### src/rtl/bcd_pkg.sv
// Shared types and constants for the sequential binary-to-BCD converter.
// Optional signed mode is selected with BIN_TO_BCD_SIGNED_INPUT_EN.
package bcd_pkg;

    typedef logic [3:0] bcd_digit_t;

    typedef enum logic [1:0] {
        IDLE,
        SHIFT,
        DONE
    } bcd_state_t;

    localparam bcd_digit_t BCD_ADJ_THRESH = 4'd5;
    localparam bcd_digit_t BCD_ADJ_ADD    = 4'd3;

endpackage

### src/rtl/bin_to_bcd_seq_if.sv
// Request/response bundle for bin_to_bcd_seq.
// Handshake: a request is accepted on a rising edge where i_valid and o_ready are both high;
// o_valid is a one-cycle pulse marking that o_bcd/o_neg were just updated (no back-pressure).
interface bin_to_bcd_seq_if #(
    parameter int WIDTH  = 16,
    parameter int DIGITS = 5
);
    logic                  i_valid;
    logic                  o_ready;
    logic [WIDTH-1:0]      i_bin;
    logic                  o_valid;
    logic [4*DIGITS-1:0]   o_bcd;
    logic                  o_neg;

    modport master (
        output i_valid,
        output i_bin,
        input  o_ready,
        input  o_valid,
        input  o_bcd,
        input  o_neg
    );

    modport slave (
        input  i_valid,
        input  i_bin,
        output o_ready,
        output o_valid,
        output o_bcd,
        output o_neg
    );
endinterface

### src/rtl/bcd_digit_adj.sv
// Double-dabble digit correction: digits of 5 or more get +3 before the next left shift.
module bcd_digit_adj
    import bcd_pkg::*;
(
    input  bcd_digit_t i_digit,
    output bcd_digit_t o_digit
);

    assign o_digit = (i_digit >= BCD_ADJ_THRESH) ? (i_digit + BCD_ADJ_ADD) : i_digit;

endmodule

### src/rtl/bin_to_bcd_seq.sv
// Sequential shift-and-add-3 binary-to-BCD converter, one shift per clock.
// Define BIN_TO_BCD_SIGNED_INPUT_EN to treat i_bin as two's complement and report the sign on o_neg.
module bin_to_bcd_seq
    import bcd_pkg::*;
#(
    parameter int WIDTH  = 16,
    parameter int DIGITS = 5
) (
    input  logic             i_clk,
    input  logic             i_reset,
    bin_to_bcd_seq_if.slave  bus,
    output bcd_state_t       o_dbg_state
);

    localparam int BCD_W = 4 * DIGITS;
    localparam int CNT_W = $clog2(WIDTH);

    bcd_state_t          state_q;
    logic                ready_q;
    logic                valid_q;
    logic [BCD_W-1:0]    bcd_q;
    logic [CNT_W-1:0]    cnt_q;
    logic [BCD_W-1:0]    scratch_q;
    logic [WIDTH-1:0]    shift_q;

    logic [BCD_W-1:0]       adj;
    logic [BCD_W+WIDTH-1:0] shifted;
    logic [BCD_W-1:0]       scratch_d;
    logic [WIDTH-1:0]       shift_d;
    logic [WIDTH-1:0]       operand_d;

    for (genvar g = 0; g < DIGITS; g++) begin : g_adj
        bcd_digit_adj u_adj (
            .i_digit (scratch_q[4*g +: 4]),
            .o_digit (adj[4*g +: 4])
        );
    end

    // The adjusted scratch MSB is always 0 when DIGITS is large enough, so the shift drops nothing.
    always_comb begin
        shifted   = {adj, shift_q} << 1;
        scratch_d = shifted[BCD_W+WIDTH-1:WIDTH];
        shift_d   = shifted[WIDTH-1:0];
    end

`ifdef BIN_TO_BCD_SIGNED_INPUT_EN
    logic sign_d;
    logic sign_q;
    logic neg_q;

    // |i_bin| fits in WIDTH unsigned bits, including the most negative value.
    assign sign_d    = bus.i_bin[WIDTH-1];
    assign operand_d = sign_d ? (~bus.i_bin + WIDTH'(1)) : bus.i_bin;
    assign bus.o_neg = neg_q;
`else
    assign operand_d = bus.i_bin;
    assign bus.o_neg = 1'b0;
`endif

    always_ff @(posedge i_clk) begin
        if (i_reset) begin
            state_q   <= IDLE;
            ready_q   <= 1'b1;
            valid_q   <= 1'b0;
            bcd_q     <= '0;
            cnt_q     <= '0;
            scratch_q <= '0;
            shift_q   <= '0;
`ifdef BIN_TO_BCD_SIGNED_INPUT_EN
            sign_q    <= 1'b0;
            neg_q     <= 1'b0;
`endif
        end else begin
            case (state_q)
                IDLE: begin
                    if (bus.i_valid && ready_q) begin
                        shift_q   <= operand_d;
                        scratch_q <= '0;
                        cnt_q     <= '0;
                        ready_q   <= 1'b0;
                        state_q   <= SHIFT;
`ifdef BIN_TO_BCD_SIGNED_INPUT_EN
                        sign_q    <= sign_d;
`endif
                    end
                end
                SHIFT: begin
                    scratch_q <= scratch_d;
                    shift_q   <= shift_d;
                    cnt_q     <= cnt_q + CNT_W'(1);
                    if (cnt_q == CNT_W'(WIDTH - 1)) begin
                        bcd_q   <= scratch_d;
                        valid_q <= 1'b1;
                        state_q <= DONE;
`ifdef BIN_TO_BCD_SIGNED_INPUT_EN
                        neg_q   <= sign_q;
`endif
                    end
                end
                DONE: begin
                    valid_q <= 1'b0;
                    ready_q <= 1'b1;
                    state_q <= IDLE;
                end
                default: begin
                    state_q <= IDLE;
                    ready_q <= 1'b1;
                    valid_q <= 1'b0;
                end
            endcase
        end
    end

    assign bus.o_ready = ready_q;
    assign bus.o_valid = valid_q;
    assign bus.o_bcd   = bcd_q;
    assign o_dbg_state = state_q;

endmodule

### src/flat_wrapper.sv
// flat-port wrapper written by rule: the top's interface ports become plain ports
module bin_to_bcd_seq_flat import bcd_pkg::*;
#(
    parameter int WIDTH  = 16,
    parameter int DIGITS = 5
)
  (i_clk, i_reset, o_dbg_state, bus_i_valid, bus_i_bin, bus_o_ready, bus_o_valid, bus_o_bcd, bus_o_neg);
  bin_to_bcd_seq_if #(.WIDTH(WIDTH), .DIGITS(DIGITS)) bus_i ();
  input  logic i_clk;
  input  logic i_reset;
  output bcd_state_t o_dbg_state;
  input wire logic [$bits(bus_i.i_valid)-1:0] bus_i_valid;
  input wire logic [$bits(bus_i.i_bin)-1:0] bus_i_bin;
  output wire logic [$bits(bus_i.o_ready)-1:0] bus_o_ready;
  output wire logic [$bits(bus_i.o_valid)-1:0] bus_o_valid;
  output wire logic [$bits(bus_i.o_bcd)-1:0] bus_o_bcd;
  output wire logic [$bits(bus_i.o_neg)-1:0] bus_o_neg;
  assign bus_i.i_valid = bus_i_valid;
  assign bus_i.i_bin = bus_i_bin;
  assign bus_o_ready = bus_i.o_ready;
  assign bus_o_valid = bus_i.o_valid;
  assign bus_o_bcd = bus_i.o_bcd;
  assign bus_o_neg = bus_i.o_neg;
  bin_to_bcd_seq #(.WIDTH(WIDTH), .DIGITS(DIGITS)) u_core (.i_clk(i_clk), .i_reset(i_reset), .bus(bus_i), .o_dbg_state(o_dbg_state));
endmodule
### config.mk
export PLATFORM = sky130hd
export DESIGN_NAME = bin_to_bcd_seq_flat
export DESIGN_NICKNAME = d
export VERILOG_FILES = /design/src/rtl/bcd_pkg.sv /design/src/rtl/bin_to_bcd_seq_if.sv /design/src/rtl/bcd_digit_adj.sv /design/src/rtl/bin_to_bcd_seq.sv /design/src/flat_wrapper.sv
export SDC_FILE = /design/constraint.sdc
export NUM_CORES = 1
export LEC_CHECK = 0
export CORE_MARGIN = 5
export CORE_UTILIZATION = 45
export CTS_CLUSTER_SIZE = 14
export DETAILED_ROUTE_END_ITERATION = 16
export DONT_BUFFER_PORTS = 1
export PLACE_DENSITY = 0.62
export SYNTH_ARGS = -nofsm -noshare
export SYNTH_HDL_FRONTEND = slang
export SYNTH_SLANG_ARGS = --single-unit
### constraint.sdc
create_clock -name i_clk -period 4.3 [get_ports i_clk]
set_input_delay 0.43 -clock i_clk [delete_from_list [all_inputs] [get_ports i_clk]]
set_output_delay 0.43 -clock i_clk [all_outputs]
set_load 0.01 [all_outputs]
==> reports/metrics.cfg <==
[yosys]
yosysTopAreaCell = dfxtp_1
synth_edf_count = 0
ys_warn_count = 0
syn_avg_cell_area_um2 = 8.99
yosys-top-cells-area = dfxtp_1 44%, nor2_1 7.7%, ha_1 4.8%
synthCells = 321
async_reset_ff_share_pct = 0
synth_nets = 351
synth_top_area_share_pct = 44.4
synth_flop_cell = dfxtp_1
synth_seq_cells = 64
synth.distinct_cells = 35
yosysSeqAreaShare_pct = 44.4
netlist_area_um2 = 2890

[setup_path]
path_cells = nand2b_4, nor2_2, mux2i_1, nor2_1
crit_path_start_kind = flop
worstSetupPathType = reg2reg
worstPathArrival_ns = 2.54
crit_required_ns = 4.53
crit_slowest_cell = nor2_2
critPathMaxFanout = 30
end_kind = flop
critPathMaxStageDelay_ns = 0.95
r2r_start = u_core.o_dbg_state[0]$_SDFFE_PP0P_
startpoint = u_core.o_dbg_state[0]$_SDFFE_PP0P_

[finish]
layout_commonest_cell = dfxtp_1
final_cell_area_um2 = 3050
num_antenna_cells = 0
fill_cells = 620
area_growth_pct = 5.72
drive_gt1_share_pct = 9.12
final_cell_mix = 64 x dfxtp_1, 58 x nor2_1, 23 x a21oi_1, 15 x nand2b_1, 14 x o2bb2ai_1
final_nets = 343
stdcell_count = 395

[route]
dr.pass1.iters = 4
wl_um = 5670
drt-wirelength-per-cell_um = 14.3
ant_nets = 0
drt_iter0_markers = 74
vias = 2169
via_per_inst = 5.49
drcViolationCount = 0

[run_status]
status = completed

[sta]
post-route-min-period_ns = 2.31
hold_viol = 0
fin_crit_sh_pct = 53.7
rsz0062_at_grt = no
max_slew_margin_pct = 21.9
tightest_slew_ns = 1.17
tns_ns = 0
finalClockSkew_ns = 0.00806
layout_setup_ws_ns = 1.99
fmax_ghz = 0.433
slew_viol_final = 0
setup_viol = 0

[die]
die_area_um2 = 8110
rows = 29
core_area_um2 = 6280
die-width_um = 90.1
die_h_um = 90.1
start_util_pct = 46.0
ioPinCount = 44

[grt]
grt_pass1_vias = 2097
gr-total-overflow = 0
grt_pass1_wl_um = 9870
antenna_found_initial = 0
grt_usage_pct = 14.8
grt_max_degree = 53

[clock_network]
clk_path_buf_depth = 2
cts.clk_slew.worst_paths_ns = 0.07
worstSkewPairLatency_ns = 0.33
hold_buffers = 0
cts_buffers = 9
cts_root_buf = clkbuf_8
h-tree-depth = 3
cts_tree = done
cts_setup_buffers = 0
clock_sinks = 64
ctsResizeCount = 0

[flow_run]
maxCapViolCount = 0

[power_and_ir_drop]
peakVddDrop_mv = 0.222
power.density_nw_per_um2 = 402
p_leak_nw = 1.05

[place]
dpl_cell_area_um2 = 2840
pre_cts_ws_ns = 1.94
dp_cells = 379
dp_hpwl_um = 3720
gp_congestion = 0.762
port_buffers = 0

[hold_path]
hold_class = in2reg
hp-start = i_reset

-- metrics by stage --
step / total power, W / util (%) / hold slack (ns)
4_1_cts: 0.00124 / 48.6 / 0.142
3_3_place_gp: 0.000716 / 45.3 / 0.449
6_report: 0.00123 / 48.6 / 0.157
2_1_floorplan: 0.000719 / - / 0.432
3_5_place_dp: 0.000717 / 45.3 / 0.454
5_1_grt: 0.00130 / 48.6 / 0.128
-- sequential cells by signal, indices dropped and copies added (netlist names) --
name / count
u_core.bus.o_valid: 1
u_core.shift_q: 16
u_core.scratch_q: 20
u_core.o_dbg_state: 2
u_core.bus.o_bcd: 20
u_core.cnt_q: 4
u_core.bus.o_ready: 1
-- path summary, 6_finish.rpt --
kind                                             to  slack, ns  depth (start not counted)
hold reg to reg   u_core.scratch_q[17]$_SDFFE_PP0P_       0.47                          1
setup / recovery   u_core.bus.o_bcd[0]$_SDFFE_PP0P_       1.99                          4
setup reg to reg   u_core.bus.o_bcd[0]$_SDFFE_PP0P_       1.99                          4
hold / removal      u_core.shift_q[13]$_SDFFE_PP0P_       0.16                          1
-- per-layer routing --
metal	GRT usage (%)	routed length (µm)	vias up
met1	17.8	2700	999
met2	24.0	2600	42
met3	6.43	309	6
met5	0	0	-
met4	4.09	65	0
li1	-	-	1122
-- worst max-delay path, delay by kind of cell, from the launching register on --
family           cells  cell delay (ns)
DFF                  1             0.67
muxes                1             0.27
and+or+nand+nor      3             1.26
-- logic make-up (layout without fill, tap and decap cells) --
group | after synthesis | in the layout | share of synthesized area, %
other | 1 | 1 | 0.130
multiplexers | 7 | 7 | 2.69
adder cells (fa/ha/maj) | 11 | 11 | 4.77
buffers and inverters | 32 | 29 | 6.55
AND/OR/NAND/NOR | 124 | 124 | 22.5
XOR/XNOR | 5 | 5 | 1.52
flip-flops | 64 | 64 | 44.4
AO/OA/AOI/OAI | 77 | 77 | 17.4
-- power breakdown --
group	total [W]	switching (W)	leakage, nW	internal [W]
combinational	0.0000744	0.0000461	0.430	0.0000282
clock	0.000525	0.000228	0.101	0.000297
sequential	0.000629	0.0000165	0.520	0.000612
-- layout make-up --
type | count | area (µm²) | share of cell area, %
multi-input combinational | 225 | 1420 | 46.5
sequential | 64 | 1280 | 42.0
clock buffer | 11 | 151 | 4.96
tap | 77 | 96.3 | 3.16
clock inverter | 5 | 55.1 | 1.80
inverter | 13 | 48.8 | 1.60
-- synthesized netlist by cell type (2+ instances only) --
library cell	number
ha_1	11
clkbuf_1	6
a22oi_1	6
dfxtp_1	64
mux2_2	6
o2bb2ai_1	14
nand3_1	9
buf_6	5
xnor2_1	5
nor4_1	12
o21ai_0	13
inv_1	13
nor3_1	6
a211oi_1	9
o22ai_1	10
nand2b_4	2
nand2_1	5
a21oi_1	23
nor2_1	59
buf_2	2
buf_4	5
nand2b_1	15
nor3b_1	9
No activity file was read; power rests on OpenSTA's default activity.
